--- src/rtl/mesh_term_ingress_if.sv ---
// -----------------------------------------------------------------------------
// mesh_term_ingress_if
// Bundle of the source-side and router-side signals of one terminal ingress
// buffer.
//
// Handshake semantics:
//   - Source side: push is a one-cycle write strobe that goes with data_in.
//     While full is high a push is refused (dropped) unless the router pops in
//     the same cycle.
//   - Router side: the buffer is first-word-fall-through. pndng_i_in acts as
//     "valid" and data_out_i_in carries the head. popin acts as "ready". The
//     head is consumed on a rising edge where popin && pndng_i_in.
//     popin while pndng_i_in is low has no effect.
//
// Modports:
//   master : the environment. It drives push/data_in/popin and observes the
//            status outputs.
//   slave  : the buffer itself.
//
// Parameters:
//   PCKG_SZ  packet width in bits
//   CNT_W    occupancy counter width, $clog2(fifo_depth+1)
// -----------------------------------------------------------------------------
interface mesh_term_ingress_if #(
  parameter int PCKG_SZ = 20,
  parameter int CNT_W   = 3
);
  logic               push;
  logic [PCKG_SZ-1:0] data_in;
  logic               full;
  logic               pndng_i_in;
  logic [PCKG_SZ-1:0] data_out_i_in;
  logic               popin;
  logic [CNT_W-1:0]   count;
  logic [15:0]        drop_cnt;
  logic [15:0]        bad_cnt;

  modport master (
    output push, data_in, popin,
    input  full, pndng_i_in, data_out_i_in, count, drop_cnt, bad_cnt
  );

  modport slave (
    input  push, data_in, popin,
    output full, pndng_i_in, data_out_i_in, count, drop_cnt, bad_cnt
  );
endinterface

--- src/rtl/mesh_term_ingress.sv ---
// -----------------------------------------------------------------------------
// mesh_term_ingress
// Per-terminal ingress buffer that sits directly upstream of one mesh router
// terminal input port.
//   - A source writes packets with push, and full provides backpressure.
//   - The router sees the oldest packet first-word-fall-through and consumes
//     it with popin.
//   - The buffer also keeps saturating counters of refused packets (drop_cnt)
//     and of header-rejected packets (bad_cnt).
//
// Ports:
//   clk    : rising-edge clock
//   reset  : asynchronous, active-high. It clears the pointers, the occupancy
//            and both counters. Buffered packets are discarded.
//   bus    : mesh_term_ingress_if.slave, which carries:
//              push, data_in, full, pndng_i_in, data_out_i_in, popin,
//              count, drop_cnt, bad_cnt
//
// Packet layout (MSB first):
//   Nxt_jump[8], id_row[4], id_colum[4], mode[1], payload
//
// Build option:
//   MESH_INGRESS_HDR_CHECK_EN
//     When defined, a push whose {id_row,id_colum} is neither bdcst nor inside
//     the ROWS x COLUMS mesh is rejected and counted in bad_cnt.
//     When undefined, every packet is eligible and bad_cnt is tied to zero.
// -----------------------------------------------------------------------------
module mesh_term_ingress #(
  parameter int         ROWS       = 2,
  parameter int         COLUMS     = 2,
  parameter int         pckg_sz    = 20,
  parameter int         fifo_depth = 4,
  parameter logic [7:0] bdcst      = 8'hFF
) (
  input  logic                  clk,
  input  logic                  reset,
  mesh_term_ingress_if.slave    bus
);

  localparam int PW = (fifo_depth > 1) ? $clog2(fifo_depth) : 1;
  localparam int CW = $clog2(fifo_depth + 1);

  localparam logic [PW-1:0] LAST_PTR = PW'(fifo_depth - 1);
  localparam logic [CW-1:0] FULL_CNT = CW'(fifo_depth);

  // ---------------------------------------------------------------------------
  // State
  // ---------------------------------------------------------------------------
  logic [pckg_sz-1:0] mem_q [fifo_depth];
  logic [PW-1:0]      wr_ptr_q, wr_ptr_d;
  logic [PW-1:0]      rd_ptr_q, rd_ptr_d;
  logic [CW-1:0]      count_q,  count_d;
  logic [15:0]        drop_cnt_q, drop_cnt_d;

  // ---------------------------------------------------------------------------
  // Header decode
  // ---------------------------------------------------------------------------
  logic [3:0] id_row;
  logic [3:0] id_colum;
  logic       hdr_ok;

  assign id_row   = bus.data_in[pckg_sz-9  -: 4];
  assign id_colum = bus.data_in[pckg_sz-13 -: 4];

  // A broadcast destination is always legal. Otherwise the destination must
  // address a terminal inside the mesh.
  assign hdr_ok = ({id_row, id_colum} == bdcst) ||
                  ((int'(id_row) < ROWS) && (int'(id_colum) < COLUMS));

  logic eligible;

`ifdef MESH_INGRESS_HDR_CHECK_EN
  assign eligible = hdr_ok;
`else
  logic unused_hdr_ok;
  assign eligible      = 1'b1;
  assign unused_hdr_ok = hdr_ok;
`endif

  // ---------------------------------------------------------------------------
  // Transfer decisions
  // ---------------------------------------------------------------------------
  logic is_empty;
  logic is_full;
  logic do_pop;
  logic do_push;
  logic do_drop;

  assign is_empty = (count_q == '0);
  assign is_full  = (count_q == FULL_CNT);

  // A pop frees a slot in the same cycle, so a push into a full buffer still
  // fits when the router pops alongside it. A pop is only meaningful when
  // something is stored, so an empty buffer ignores popin.
  assign do_pop  = bus.popin && !is_empty;
  assign do_push = bus.push && eligible && (!is_full || do_pop);
  assign do_drop = bus.push && eligible && is_full && !do_pop;

  // ---------------------------------------------------------------------------
  // Next state
  // ---------------------------------------------------------------------------
  always_comb begin
    wr_ptr_d   = wr_ptr_q;
    rd_ptr_d   = rd_ptr_q;
    count_d    = count_q;
    drop_cnt_d = drop_cnt_q;

    if (do_push) begin
      wr_ptr_d = (wr_ptr_q == LAST_PTR) ? '0 : wr_ptr_q + PW'(1);
    end

    if (do_pop) begin
      rd_ptr_d = (rd_ptr_q == LAST_PTR) ? '0 : rd_ptr_q + PW'(1);
    end

    case ({do_push, do_pop})
      2'b10:   count_d = count_q + CW'(1);
      2'b01:   count_d = count_q - CW'(1);
      default: count_d = count_q;
    endcase

    if (do_drop && (drop_cnt_q != 16'hFFFF)) begin
      drop_cnt_d = drop_cnt_q + 16'd1;
    end
  end

  always_ff @(posedge clk or posedge reset) begin
    if (reset) begin
      wr_ptr_q   <= '0;
      rd_ptr_q   <= '0;
      count_q    <= '0;
      drop_cnt_q <= '0;
    end else begin
      wr_ptr_q   <= wr_ptr_d;
      rd_ptr_q   <= rd_ptr_d;
      count_q    <= count_d;
      drop_cnt_q <= drop_cnt_d;
    end
  end

  // The storage array has no reset. Its contents are only observable through
  // rd_ptr while count is non-zero, and count is reset.
  always_ff @(posedge clk) begin
    if (do_push) begin
      mem_q[wr_ptr_q] <= bus.data_in;
    end
  end

  // ---------------------------------------------------------------------------
  // Header-reject counter
  // ---------------------------------------------------------------------------
`ifdef MESH_INGRESS_HDR_CHECK_EN
  logic [15:0] bad_cnt_q, bad_cnt_d;
  logic        do_bad;

  // A rejected header is counted here only. It never also counts as a drop,
  // even when the buffer is full.
  assign do_bad = bus.push && !hdr_ok;

  always_comb begin
    bad_cnt_d = bad_cnt_q;
    if (do_bad && (bad_cnt_q != 16'hFFFF)) begin
      bad_cnt_d = bad_cnt_q + 16'd1;
    end
  end

  always_ff @(posedge clk or posedge reset) begin
    if (reset) begin
      bad_cnt_q <= '0;
    end else begin
      bad_cnt_q <= bad_cnt_d;
    end
  end

  assign bus.bad_cnt = bad_cnt_q;
`else
  assign bus.bad_cnt = 16'd0;
`endif

  // ---------------------------------------------------------------------------
  // Outputs
  // ---------------------------------------------------------------------------
  // All outputs are decoded from registers only, so they clear as soon as the
  // asynchronous reset asserts. A popped slot is never shown: when the buffer
  // is empty the output is forced to zero.
  assign bus.full          = is_full;
  assign bus.pndng_i_in    = !is_empty;
  assign bus.data_out_i_in = is_empty ? '0 : mem_q[rd_ptr_q];
  assign bus.count         = count_q;
  assign bus.drop_cnt      = drop_cnt_q;

endmodule
--- src/flat_wrapper.sv ---
// flat-port wrapper written by rule: the top's interface ports become plain ports
module mesh_term_ingress_flat 
#(
  parameter int         ROWS       = 2,
  parameter int         COLUMS     = 2,
  parameter int         pckg_sz    = 20,
  parameter int         fifo_depth = 4,
  parameter logic [7:0] bdcst      = 8'hFF
)
  (clk, reset, bus_push, bus_data_in, bus_popin, bus_full, bus_pndng_i_in, bus_data_out_i_in, bus_count, bus_drop_cnt, bus_bad_cnt);
  mesh_term_ingress_if bus_i ();
  input  logic clk;
  input  logic reset;
  input wire logic [$bits(bus_i.push)-1:0] bus_push;
  input wire logic [$bits(bus_i.data_in)-1:0] bus_data_in;
  input wire logic [$bits(bus_i.popin)-1:0] bus_popin;
  output wire logic [$bits(bus_i.full)-1:0] bus_full;
  output wire logic [$bits(bus_i.pndng_i_in)-1:0] bus_pndng_i_in;
  output wire logic [$bits(bus_i.data_out_i_in)-1:0] bus_data_out_i_in;
  output wire logic [$bits(bus_i.count)-1:0] bus_count;
  output wire logic [$bits(bus_i.drop_cnt)-1:0] bus_drop_cnt;
  output wire logic [$bits(bus_i.bad_cnt)-1:0] bus_bad_cnt;
  assign bus_i.push = bus_push;
  assign bus_i.data_in = bus_data_in;
  assign bus_i.popin = bus_popin;
  assign bus_full = bus_i.full;
  assign bus_pndng_i_in = bus_i.pndng_i_in;
  assign bus_data_out_i_in = bus_i.data_out_i_in;
  assign bus_count = bus_i.count;
  assign bus_drop_cnt = bus_i.drop_cnt;
  assign bus_bad_cnt = bus_i.bad_cnt;
  mesh_term_ingress #(.ROWS(ROWS), .COLUMS(COLUMS), .pckg_sz(pckg_sz), .fifo_depth(fifo_depth), .bdcst(bdcst)) u_core (.clk(clk), .reset(reset), .bus(bus_i));
endmodule
--- config.mk ---
export PLATFORM = sky130hd
export DESIGN_NAME = mesh_term_ingress_flat
export DESIGN_NICKNAME = d
export VERILOG_FILES = /design/src/rtl/mesh_term_ingress_if.sv /design/src/rtl/mesh_term_ingress.sv /design/src/flat_wrapper.sv
export SDC_FILE = /design/constraint.sdc
export NUM_CORES = 1
export LEC_CHECK = 0
export CAP_MARGIN = 0
export CORE_MARGIN = 2
export CORE_UTILIZATION = 24
export CTS_BUF_LIST = sky130_fd_sc_hd__clkbuf_4 sky130_fd_sc_hd__clkbuf_8 sky130_fd_sc_hd__clkbuf_16
export DETAILED_ROUTE_END_ITERATION = 12
export SETUP_SLACK_MARGIN = 0.4
export SYNTH_ARGS = -nofsm -noshare
export SYNTH_HDL_FRONTEND = slang
export SYNTH_SLANG_ARGS = --single-unit
--- constraint.sdc ---
create_clock -name clk -period 5.4 [get_ports clk]
set_input_delay 0.81 -clock clk [delete_from_list [all_inputs] [get_ports clk]]
set_output_delay 0.81 -clock clk [all_outputs]
set_load 0.02 [all_outputs]
======== Word level (Yosys, flattened, before mapping) ========
Memory sizes are Yosys's and may differ from the RTL's.
Index checks and enable logic that the tools add are counted.
Widths: inputs -> output; s select.
word-level totals
  bits in registers ....................... 23
  memories ................................ 1
  output and inout bits ................... 57
  word-level logic and storage cells ...... 33
  input bits .............................. 24
  RAM bits ................................ 80
memory list
  name          depth  width  rd ports  clocked after memory_dff  wr ports  RTL line                 source
  u_core.mem_q  4      20     1         0                         1         mesh_term_ingress.sv:49  logic [pckg_sz-1:0] mem_q [fifo_depth];
operators by class
  equality and inequality tests ........... 6
  reduce and logical (&&, ||, !) cells .... 11
  add/subtract/negate cells ............... 5
  multiplexer cells ....................... 6
operator list
  cell                   count
  $mux 20                1
  $add 16x1->16 const B  1
  $ne 16x16->1 const B   1
  $eq 2x2->1 const B     3
  $pmux 3 s2             1
  $logic_and 1x1->1      5
  $add 2x1->2 const B    2
  $mux 2                 2
  $add 3x1->3 const B    1
  $eq 3x3->1 const B     1
  $logic_not 1->1        3
  $logic_not 3->1        1
  $sub 3x1->3 const B    1
  $eq 2x1->1 const B     1
  $mux 1                 2
  $reduce_bool 2->1      1
  $logic_or 1x1->1       1

======== Logic depth before layout (Yosys ltp) ========
Gate-level depths: netlist (run 1).
  depth in word-level cells ............... 7
  mapped depth ............................ 7
  mapped depth without buffers ............ 6

======== Least setup slack after synthesis (run 1) ========
No wires, ideal clock.
  path kind ............................... in2reg
  start ................................... in bus_popin
  end ..................................... reg u_core.count_q[2], in the netlist u_core.bus.count[2]
  buffers on the path ..................... 1
  path slack .............................. 2.909 ns
  stages .................................. 6
  arrival ................................. 2.364 ns
  data required time ...................... 5.274 ns
  setup time .............................. 0.126 ns
  cell sequence ........................... clkbuf_1 nor2b_1 nand2_1 fa_1 or2_2 a311o_1
on the way
  longest elaborated chain between the ends .. 5
  elaborated cells between the ends (all ways) .. 7
  classes of those cells .................. eq/ne: 2; mux: 1; reduce/logical: 4
RTL lines
  element                                          RTL line                  source
  start: declaration                               flat_wrapper.sv:16        input wire logic [$bits(bus_i.popin)-1:0] bus_popin;
  $logic_and 1x1->1 (*)                            mesh_term_ingress.sv:95   assign do_pop = bus.popin && !is_empty;
  $logic_or 1x1->1                                 mesh_term_ingress.sv:96   assign do_push = bus.push && eligible && (!is_full || do_pop);
  $logic_and 1x1->1                                mesh_term_ingress.sv:96
  $eq 2x1->1 or $eq 2x2->1 (tied branches)         mesh_term_ingress.sv:116  case ({do_push, do_pop})
  $pmux 3 s2 or $reduce_bool 2->1 (tied branches)  --
  end signal: assignment                           mesh_term_ingress.sv:136  count_q <= count_d;
  end: declaration                                 mesh_term_ingress.sv:52   logic [CW-1:0] count_q, count_d;
Mark *: on every way between the ends. The rest lies on a longest branch, timed or not.
A chain may end at the register's enable or synchronous reset.

======== Worst setup path in the final report (run 1) ========
  start ................................... reg u_core.rd_ptr_q[0]
  end ..................................... out bus_data_out_i_in[15]
on the way
  longest elaborated chain between the ends .. 2
RTL lines
  element                   RTL line                  source
  start: declaration        mesh_term_ingress.sv:51   logic [PW-1:0] rd_ptr_q, rd_ptr_d;
  start signal: assignment  mesh_term_ingress.sv:135  rd_ptr_q <= rd_ptr_d;
  $mem_v2 4x20              --
  $mux 20                   mesh_term_ingress.sv:188  assign bus.data_out_i_in = is_empty ? '0 : mem_q[rd_ptr_q];
  end: declaration          flat_wrapper.sv:19        output wire logic [$bits(bus_i.data_out_i_in)-1:0] bus_data_out_i_in;
No other way between the ends.

==> results of run 1 <==
cell type report:
| type | instances | area [sq um] | area share |
|---|---|---|---|
| Inverter | 8 | 30.03 | 0.005320 |
| Clock buffer | 9 | 225.2 | 0.03990 |
| Tap cell | 234 | 292.8 | 0.05187 |
| Timing Repair Buffer | 65 | 648.1 | 0.1148 |
| Multi-Input combinational cell | 151 | 1374 | 0.2434 |
| Sequential cell | 103 | 2978 | 0.5276 |
| Clock inverter | 7 | 96.34 | 0.01707 |
flip-flops by register name, indices dropped and copies added (netlist names):
| signal | count |
|---|---|
| u_core.mem_q | 80 |
| u_core.rd_ptr_q | 2 |
| u_core.wr_ptr_q | 2 |
| u_core.bus.drop_cnt | 16 |
| u_core.bus.count | 3 |
cell usage after synthesis (3+ instances only):
cell	instances
a21oi_1	4
and2_1	26
buf_2	3
buf_4	16
clkbuf_1	5
dfrtp_1	23
edfxtp_1	80
ha_1	6
inv_1	8
mux4_2	20
nand2_1	10
nand4_1	4
nor2_1	3
o21ai_0	7
xnor2_1	10
xor2_1	5
layout by cell type, fill, tap and decap left out, types with 3 or more instances in the layout:
cell type | netlist | layout
nand4_1 | 4 | 4
inv_1 | 8 | 8
a21oi_1 | 4 | 4
conb_1 | 1 | 16
edfxtp_1 | 80 | 80
clkbuf_16 | 0 | 9
and2_1 | 26 | 26
o21ai_0 | 7 | 7
ha_1 | 6 | 6
nand2_1 | 10 | 10
dfrtp_1 | 23 | 23
xnor2_1 | 10 | 10
mux4_2 | 20 | 20
xor2_1 | 5 | 5
nor2_1 | 3 | 3
clkdlybuf4s50_1 | 0 | 64
metrics by stage:
stage	util	cell area [sq um]	worst slack, ps	hold slack [ps]
2_1_floorplan	-	4554	2909	570.6
3_3_place_gp	0.2874	5323	2356	508.2
3_5_place_dp	0.2874	5323	2320	523.9
4_1_cts	0.3048	5644	1929	533.0
5_1_grt	0.3048	5644	1874	553.8
6_report	0.3048	5644	2010	530.0
worst min path at each step:
stage,start,cells past startpoint,endpoint,slack [ps]
finish,u_core.bus.drop_cnt[14]$_DFFE_PP0P_,1,u_core.bus.drop_cnt[14]$_DFFE_PP0P_,530
global placement,u_core.bus.drop_cnt[14]$_DFFE_PP0P_,1,u_core.bus.drop_cnt[14]$_DFFE_PP0P_,510
floorplan,u_core.wr_ptr_q[0]$_DFFE_PP0P_,3,u_core.wr_ptr_q[0]$_DFFE_PP0P_,570
CTS,u_core.bus.drop_cnt[14]$_DFFE_PP0P_,1,u_core.bus.drop_cnt[14]$_DFFE_PP0P_,530
global route,u_core.bus.drop_cnt[4]$_DFFE_PP0P_,1,u_core.bus.drop_cnt[4]$_DFFE_PP0P_,550
detailed placement,u_core.bus.drop_cnt[14]$_DFFE_PP0P_,1,u_core.bus.drop_cnt[14]$_DFFE_PP0P_,520
logic make-up (layout without fill, tap and decap cells):
group	Yosys count	count (layout)	share of synthesized area
xor+xnor	15	15	0.02921
flops	103	103	0.6620
simple gates	65	65	0.09458
mux	23	23	0.1082
compound gates	25	25	0.03894
buf+inv	34	89	0.04506
fa+ha+maj	7	7	0.02114
other cells	1	16	0.0008337
routing by layer:
metal | wire (um) | track usage
met4 | 143 | 0.03316
met1 | 3953 | 0.1159
met3 | 448 | 0.02819
met2 | 4265 | 0.1515
met5 | 0 | 0
power by group:
group          leakage, nW  internal (mW)  switching (mW)
combinational        0.788          0.533           0.526
clock                0.158          0.373           0.306
sequential            1.04           1.02           0.114
total                 1.98           1.93           0.946
==> run metrics, run 1 <==
cts hold-fix bufs 0; initial antenna violation count 0; Final Skew 9.183 ps; RSZ-0062 raised after global routing false; FF-to-FF End u_core.bus.count[2]$_DFFE_PP0P_; crit path kind reg2out; dpl cells 561; Die ar. 0.01985 sq mm; Max transition margin 0.2913; crit share post-route 0.6278; drt first pass iters 4; Crit-path slowest cell mux4_2; # setup viols final 0; PortBufs 64; number of max-cap violations 0; synth warn 0; Synth area leader edfxtp_1; Tot Pwr 2.872 mW; Cell variety after synth 51; crit path launch u_core.rd_ptr_q[0]$_DFFE_PP0N_; htree depth 3; Vias/cell 4.194; worst-margin pin slew 1063 ps; Peak Freq 0.2950 GHz; Congestion Overflow GR 0; post-CTS sizing 0; Leak 1.983 nW; fin crit period 3390 ps; die span in y 140.9 um; die width 140.9 um; status complete, no violations; register area share after synthesis 0.6620; starting density of the core 0.2429; I/O pin count 81; Crit Path Max Fanout 19; Core Box Area 0.01852 sq mm; drt wl/cell 15.27 um; final hold vios 0; Synth Instances 273; first-pass GRT wire length 13.97 mm; critical path endpoint bus_data_out_i_in[15]; CP startpoint kind register; CTS tree yes; CTS Root Cell clkbuf_16; share of cells above drive strength 1 0.1399; vias in the first global route 2525; HP Class reg2reg; CP arrival 2580 ps; Rows 50; total negative setup slack 0 ps; WP buf/inv 2; maximum vdd drop 0.1921 mV; Final ANT Viol Nets 0; Fill cells 1856; CP top delay family buffers and inverters; DR vias 2420; flop2flop setup slack 2860 ps; Crit path largest cell delay 550 ps; HPWL after DPL 5.857 mm; Total GRT Usage 0.09235; Top FF cell, synth edfxtp_1; Area contributors post-synth edfxtp_1, dfrtp_1, mux4_2, and2_1, buf_4; Syn Area/Cell 16.48 sq um; required time of the worst setup path 4590 ps; Synth Register Bits 103; Max Slew Vio Count 0; DR iter-0 viols 138; final wirelength 8.810 mm; synthesis-to-finish area growth 25.48%; Num CTS Buffers 9; EDFF count, synth 80; largest net degree at the start of global routing 24; CTS clk-pin slew, worst paths 70 ps; cells along the critical path buf_4 > mux4_2 > and2_1 > clkdlybuf4s50_1; Async SR Flop Fraction 0.2233; Skew-Pair Late Insertion Delay 350 ps; Post-CTS Setup Inserts 0; Reg-to-Reg Start u_core.bus.count[0]$_DFFE_PP0P_; synthesized cell area 0.004498 sq mm; R2R depth 5; post-route insts no fill 577; Final #Nets 369; crit end category primary output; CP Depth 4; DRC violations left 0; Max clock buf depth 2; P per Cell Area 508.8 mW/mm^2; GP Congestion 0.7030; post-synth top area share 0.5341; ANT cells 0; CTS sink cnt 103
Note: power is estimated with default switching activity, not from simulation.
==> inputs of run 2 (changes only) <==
==> constraint.sdc (replaced) <==
create_clock -name clk -period 3.53 [get_ports clk]
set_input_delay 0.5295 -clock clk [delete_from_list [all_inputs] [get_ports clk]]
set_output_delay 0.5295 -clock clk [all_outputs]
set_load 0.02 [all_outputs]
==> run 2 against run 1 <==
Compared with the run above:
- via count increased by 2.8%
- die area is the same
- clock power is 43% higher
- global-route usage down 0.099 points
- critical path depth is the same
- first-iteration DRC count down 40%
- non-clock buffer count rose by 6
- total power grew 51%
- combinational power up 58%
- final cell count grew 1.0%
==> run metrics, run 2 (synthesis gave the netlist of run 1 again) <==
WP buf/inv 2 (unchanged); CP arrival 2460 ps (-120 ps); Sw Share 0.3336 (+0.004299); Num CTS Buffers 9 (unchanged); die span in y 140.9 um (unchanged); Crit-path slowest cell dfrtp_1; DR vias 2487 (+2.8%); HP Class reg2reg; setup ws final 537.7 ps (-1472 ps); Fill cells 1809 (-2.5%); DR top layer met4; Peak Freq 0.3342 GHz; drt wl/cell 15.01 um (-1.7%); ANT cells 0 (unchanged); Max clock buf depth 2 (unchanged); cell-internal power 2.895 mW (+50%); htree depth 3 (unchanged); Final ANT Viol Nets 0 (unchanged); wl on met1 3.811 mm (-3.6%); DR iter-0 viols 83 (-40%); max reg flops 80 (unchanged); I/O pin count 81 (unchanged); CP startpoint kind register; GP Congestion 0.7026 (about the same); Max transition margin 0.3744 (+0.08310); Final Skew 11.42 ps (+2.232 ps); # setup viols final 0 (unchanged); CP top delay family buffers and inverters; largest net degree at the start of global routing 24 (unchanged); die width 140.9 um (unchanged); Total GRT Usage 0.09137 (-0.0009872); cells along the critical path buf_4 > mux4_2 > and2_1 > clkdlybuf4s50_1; maximum vdd drop 0.3166 mV (+65%); CTS tree yes; final hold vios 0 (unchanged); Congestion Overflow GR 0 (unchanged); status complete, no violations; clock group share of total power 0.224 (-0.012); final core occ 0.3061 (+0.001284); commonest cells after routing, fill and taps aside edfxtp_1, clkdlybuf4s50_1, and2_1; Core Box Area 0.01852 sq mm (unchanged); Max Slew Vio Count 0 (unchanged); Post-CTS Setup Inserts 0 (unchanged); RSZ-0062 raised after global routing false; Vias/cell 4.266 (+1.7%); share of cells above drive strength 1 0.1547 (+0.01479); synthesis-to-finish area growth 26.01%; metal3 WL 508 um (+13%); PortBufs 64 (unchanged); required time of the worst setup path 3000 ps (-1590 ps); CTS sink cnt 103 (unchanged); number of max-cap violations 0 (unchanged); worst-margin pin slew 937.4 ps (-125.7 ps); starting density of the core 0.2429 (unchanged); Die ar. 0.01985 sq mm (unchanged); initial antenna violation count 0 (unchanged); crit share post-route 0.8477; Net Sw Power 1.449 mW (+53%); drt first pass iters 4 (unchanged); metal2 WL 4.356 mm (+2.1%); most common cell after layout, fill and taps aside edfxtp_1; post-CTS sizing 0 (unchanged); DRC violations left 0 (unchanged); Reg with most FFs u_core.mem_q; Place WS 788.4 ps (-1531 ps); fin crit period 2992 ps; Skew-Pair Late Insertion Delay 350 ps (about the same); Rows 50 (unchanged); total negative setup slack 0 ps (unchanged); power share of the combinational group 0.386 (+0.017); Leak 1.999 nW (+0.81%); final wirelength 8.749 mm (-0.69%); CTS clk-pin slew, worst paths 80 ps (about the same); Final #Nets 375 (+1.6%); HPWL after DPL 6.015 mm (+2.7%); vias in the first global route 2560 (+1.4%); cts hold-fix bufs 0 (unchanged); crit end category primary output; Crit path largest cell delay 820 ps (+270 ps); first-pass GRT wire length 13.75 mm (-1.6%); crit path kind reg2out; Crit Path Max Fanout 17 (-2); CTS Root Cell clkbuf_16; Tot Pwr 4.344 mW (+51%); P per Cell Area 766.5 mW/mm^2 (+51%); sequential share of power 0.390 (-0.005)
-- run 2: cell count changes in the layout (fill, tap and decap cells not counted), sizes merged --
cell / previous run / this run
buf: 1 / 7
clkinvlp: 0 / 1
bufinv: 1 / 0
-- run 2: path summary, 6_finish.rpt --
check / from / to / slack (ps) / cells after the start
worst min-delay path: u_core.bus.drop_cnt[14]$_DFFE_PP0P_ / u_core.bus.drop_cnt[14]$_DFFE_PP0P_ / 530 / 1
worst max-delay path: u_core.rd_ptr_q[1]$_DFFE_PP0N_ / bus_data_out_i_in[11] / 540 / 4
worst max register to register: u_core.bus.count[0]$_DFFE_PP0P_ / u_core.bus.count[2]$_DFFE_PP0P_ / 1000 / 5
worst min register to register: u_core.bus.drop_cnt[14]$_DFFE_PP0P_ / u_core.bus.drop_cnt[14]$_DFFE_PP0P_ / 530 / 1
max in group asynchronous: reset / u_core.bus.count[2]$_DFFE_PP0P_ / 2260 / 2
min in group asynchronous: reset / u_core.bus.drop_cnt[9]$_DFFE_PP0P_ / 680 / 2
-- run 2: power by group through the flow --
stage	Combinational [mW]	Sequential (mW)	Clock, mW
4_1_cts	1.72	1.70	1.01
3_5_place_dp	1.71	1.73	0
5_1_grt	1.81	1.73	1.07
6_report	1.68	1.70	0.974
3_3_place_gp	1.69	1.71	0
2_1_floorplan	1.03	1.71	0
-- run 2: cell type report --
cell class | count | area, sq um | share of cell area
Sequential cell | 103 | 2978 | 0.5254
Multi-Input combinational cell | 151 | 1374 | 0.2424
Timing Repair Buffer | 71 | 693.2 | 0.1223
Tap cell | 234 | 292.8 | 0.05166
Clock buffer | 9 | 225.2 | 0.03974
Clock inverter | 7 | 75.07 | 0.01325
Inverter | 8 | 30.03 | 0.005298
-- run 2: worst register-to-register path, delay by kind of cell (launching register included) --
family | cells | cell delay, ps
AOI/OAI and AO/OA | 1 | 350
adders and majority gates | 1 | 450
DFF | 1 | 500
and+or+nand+nor | 3 | 1120
-- run 2: per-stage QoR --
stage,instance area (sq um),instances,hold slack [ps]
3_5_place_dp,5368,567,516.2
6_report,5668,583,530.6
2_1_floorplan,4554,288,531.4
4_1_cts,5668,583,527.9
3_3_place_gp,5368,567,507.1
5_1_grt,5668,583,565.5
-- run 2: routing by layer --
metal	GRT usage	up-vias
met5	0	-
met4	0.02842	0
met3	0.03804	4
met2	0.1471	60
met1	0.1123	1270
li1	-	1153
==> inputs of run 3 (changes only) <==
==> constraint.sdc (replaced) <==
create_clock -name clk -period 2.6 [get_ports clk]
set_input_delay 0.39 -clock clk [delete_from_list [all_inputs] [get_ports clk]]
set_output_delay 0.39 -clock clk [all_outputs]
set_load 0.02 [all_outputs]
==> run 3 against run 2 <==
Compared with the run above:
- final cell count rose by 3.6%
- non-clock buffer count rose by 21
- sequential share of layout area fell by 2.6 points
- sequential power rose by 32%
- via count rose by 3.5%
- register-to-register slack got worse by 500 ps
- critical endpoint is now bus_data_out_i_in[18]
- combinational power rose by 74%
- first-iteration DRC count rose by 47%
- critical path depth rose by 1
==> run metrics, run 3 (synthesis gave the netlist of run 1 again) <==
status complete, no violations; drt wl/cell 15.41 um (+2.7%); drt first pass iters 4 (unchanged); total negative setup slack 0 ps (unchanged); Reg area 0.002983 sq mm (+0.17%); DR vias 2573 (+3.5%); Core Box Area 0.01852 sq mm (unchanged); clock group share of total power 0.212 (-0.012); Tot Pwr 6.554 mW (+51%); final hold vios 0 (unchanged); Net Sw Power 2.167 mW (+49%); sequential share of power 0.343 (-0.047); Leak 2.218 nW (+11%); DRC violations left 0 (unchanged); Die ar. 0.01985 sq mm (unchanged); Total GRT Usage 0.09743 (+0.006066); Final ANT Viol Nets 0 (unchanged); CTS tree yes; multi-input logic area 0.001424 sq mm (+3.6%); dpl cells 576 (+1.6%); Sw Share 0.3306 (-0.003062); HPWL after DPL 6.227 mm (+3.5%); DP Area 0.005463 sq mm (+1.8%); cell-internal power 4.388 mW (+52%); Skew-Pair Late Insertion Delay 360 ps (about the same); max reg flops 80 (unchanged); Crit Path Max Fanout 6 (-11); crit path kind reg2out; Fill cells 1827 (+1.0%); # setup viols final 0 (unchanged); DR iter-0 viols 122 (+47%); CTS clk-pin slew, worst paths 70 ps (about the same); die width 140.9 um (unchanged); CTS Root Cell clkbuf_16; first-pass GRT wire length 14.64 mm (+6.5%); power share of the combinational group 0.445 (+0.059); maximum vdd drop 0.3928 mV (+24%); Congestion Overflow GR 0 (unchanged); RSZ-0062 raised after global routing true; post-route insts no fill 604 (+3.6%); synthesis-to-finish area growth 32.77%; HP Class in2async; Final Instance Area 0.005972 sq mm (+5.4%); crit share post-route 0.8619; Peak Freq 0.4463 GHz; starting density of the core 0.2429 (unchanged); CP startpoint kind register; I/O pin count 81 (unchanged); met2 Use GR 0.1599 (+0.01284); CP arrival 1850 ps (-610 ps); met3 usage 0.03159 (-0.006454); die span in y 140.9 um (unchanged); Max Slew Vio Count 0 (unchanged); Vias/cell 4.260 (-0.14%); fin crit period 2241 ps; required time of the worst setup path 2210 ps (-790 ps); CTS sink cnt 103 (unchanged); Max clock buf depth 2 (unchanged); final wirelength 9.308 mm (+6.4%); final core occ 0.3225 (+0.01642); share of cells above drive strength 1 0.3216 (+0.1669); commonest cells after routing, fill and taps aside edfxtp_1, clkdlybuf4s50_1, buf_4; Final Skew 8.857 ps (-2.559 ps); number of max-cap violations 0 (unchanged); largest net degree at the start of global routing 24 (unchanged); ANT cells 0 (unchanged); most used routing layer met2; htree depth 3 (unchanged); initial antenna violation count 0 (unchanged); PortBufs 64 (unchanged); Num CTS Buffers 9 (unchanged); Final #Nets 396 (+5.6%); most common cell after layout, fill and taps aside edfxtp_1; Reg with most FFs u_core.mem_q; Rows 50 (unchanged); met1 usage 0.1224 (+0.01011); crit end category primary output; GP Congestion 0.7214 (+2.7%); P per Cell Area 1098 mW/mm^2 (+43%); vias in the first global route 2644 (+3.3%)
==> run 3: worst max-delay path: stages (launching register included) <==
cell and delay [ps]:
dfrtp_2 430, buf_6 150, buf_4 110, mux4_2 480, and2_4 170, buf_4 150
==> run 3: area by class of cell <==
| class | instances | area share |
|---|---|---|
| well taps | 234 | 0.04903 |
| clock inverters | 7 | 0.01446 |
| multi-input cells | 151 | 0.2384 |
| clock buffers | 9 | 0.03771 |
| flip-flops and latches | 103 | 0.4995 |
| inverters | 8 | 0.005028 |
| repair buffers | 92 | 0.1559 |
==> run 3: metal layers <==
metal	wire [um]	vias to the layer above
li1	-	1190
met1	4128	1316
met2	4612	60
met3	463	7
met4	104	0
met5	0	-
==> run 3: timing repair <==
action / CTS / global route
gates resized for setup: 41 / 97
setup buffers: 7 / 4
hold buffers: 0 / 0
hold endpoints to repair: 0 / 0
setup endpoints to repair: 22 / 21
pin swaps: 0 / 16
gates cloned: 0 / 1
==> run 3: path summary, 6_finish.rpt <==
kind | from | end | slack (ps) | depth (start not counted)
max in group asynchronous | reset | u_core.bus.drop_cnt[6]$_DFFE_PP0P_ | 1700 | 3
min in group clk | u_core.bus.drop_cnt[14]$_DFFE_PP0P_ | u_core.bus.drop_cnt[14]$_DFFE_PP0P_ | 520 | 1
min | reset | u_core.bus.count[2]$_DFFE_PP0P_ | 330 | 2
max reg2reg | u_core.bus.count[2]$_DFFE_PP0P_ | u_core.bus.count[2]$_DFFE_PP0P_ | 500 | 6
max | u_core.rd_ptr_q[0]$_DFFE_PP0N_ | bus_data_out_i_in[18] | 360 | 5
min reg2reg | u_core.bus.drop_cnt[14]$_DFFE_PP0P_ | u_core.bus.drop_cnt[14]$_DFFE_PP0P_ | 520 | 1
==> run 3: power groups by stage <==
| stage | Combinational, mW | Clock (mW) | Sequential, mW |
|---|---|---|---|
| finish | 2.92 | 1.39 | 2.25 |
| detailed placement | 2.49 | 0 | 2.31 |
| global route | 3.14 | 1.50 | 2.28 |
| floorplan | 1.40 | 0 | 2.32 |
| CTS | 2.42 | 1.45 | 2.24 |
| global placement | 2.46 | 0 | 2.28 |
==> run 3: through the flow <==
step,hold slack (ps),setup WS [ps]
after floorplan,391.8,417.0
after global placement,509.3,222.9
after detailed placement,512.6,143.2
after CTS,327.2,220.4
after global routing,350.9,276.0
final,331.3,359.2
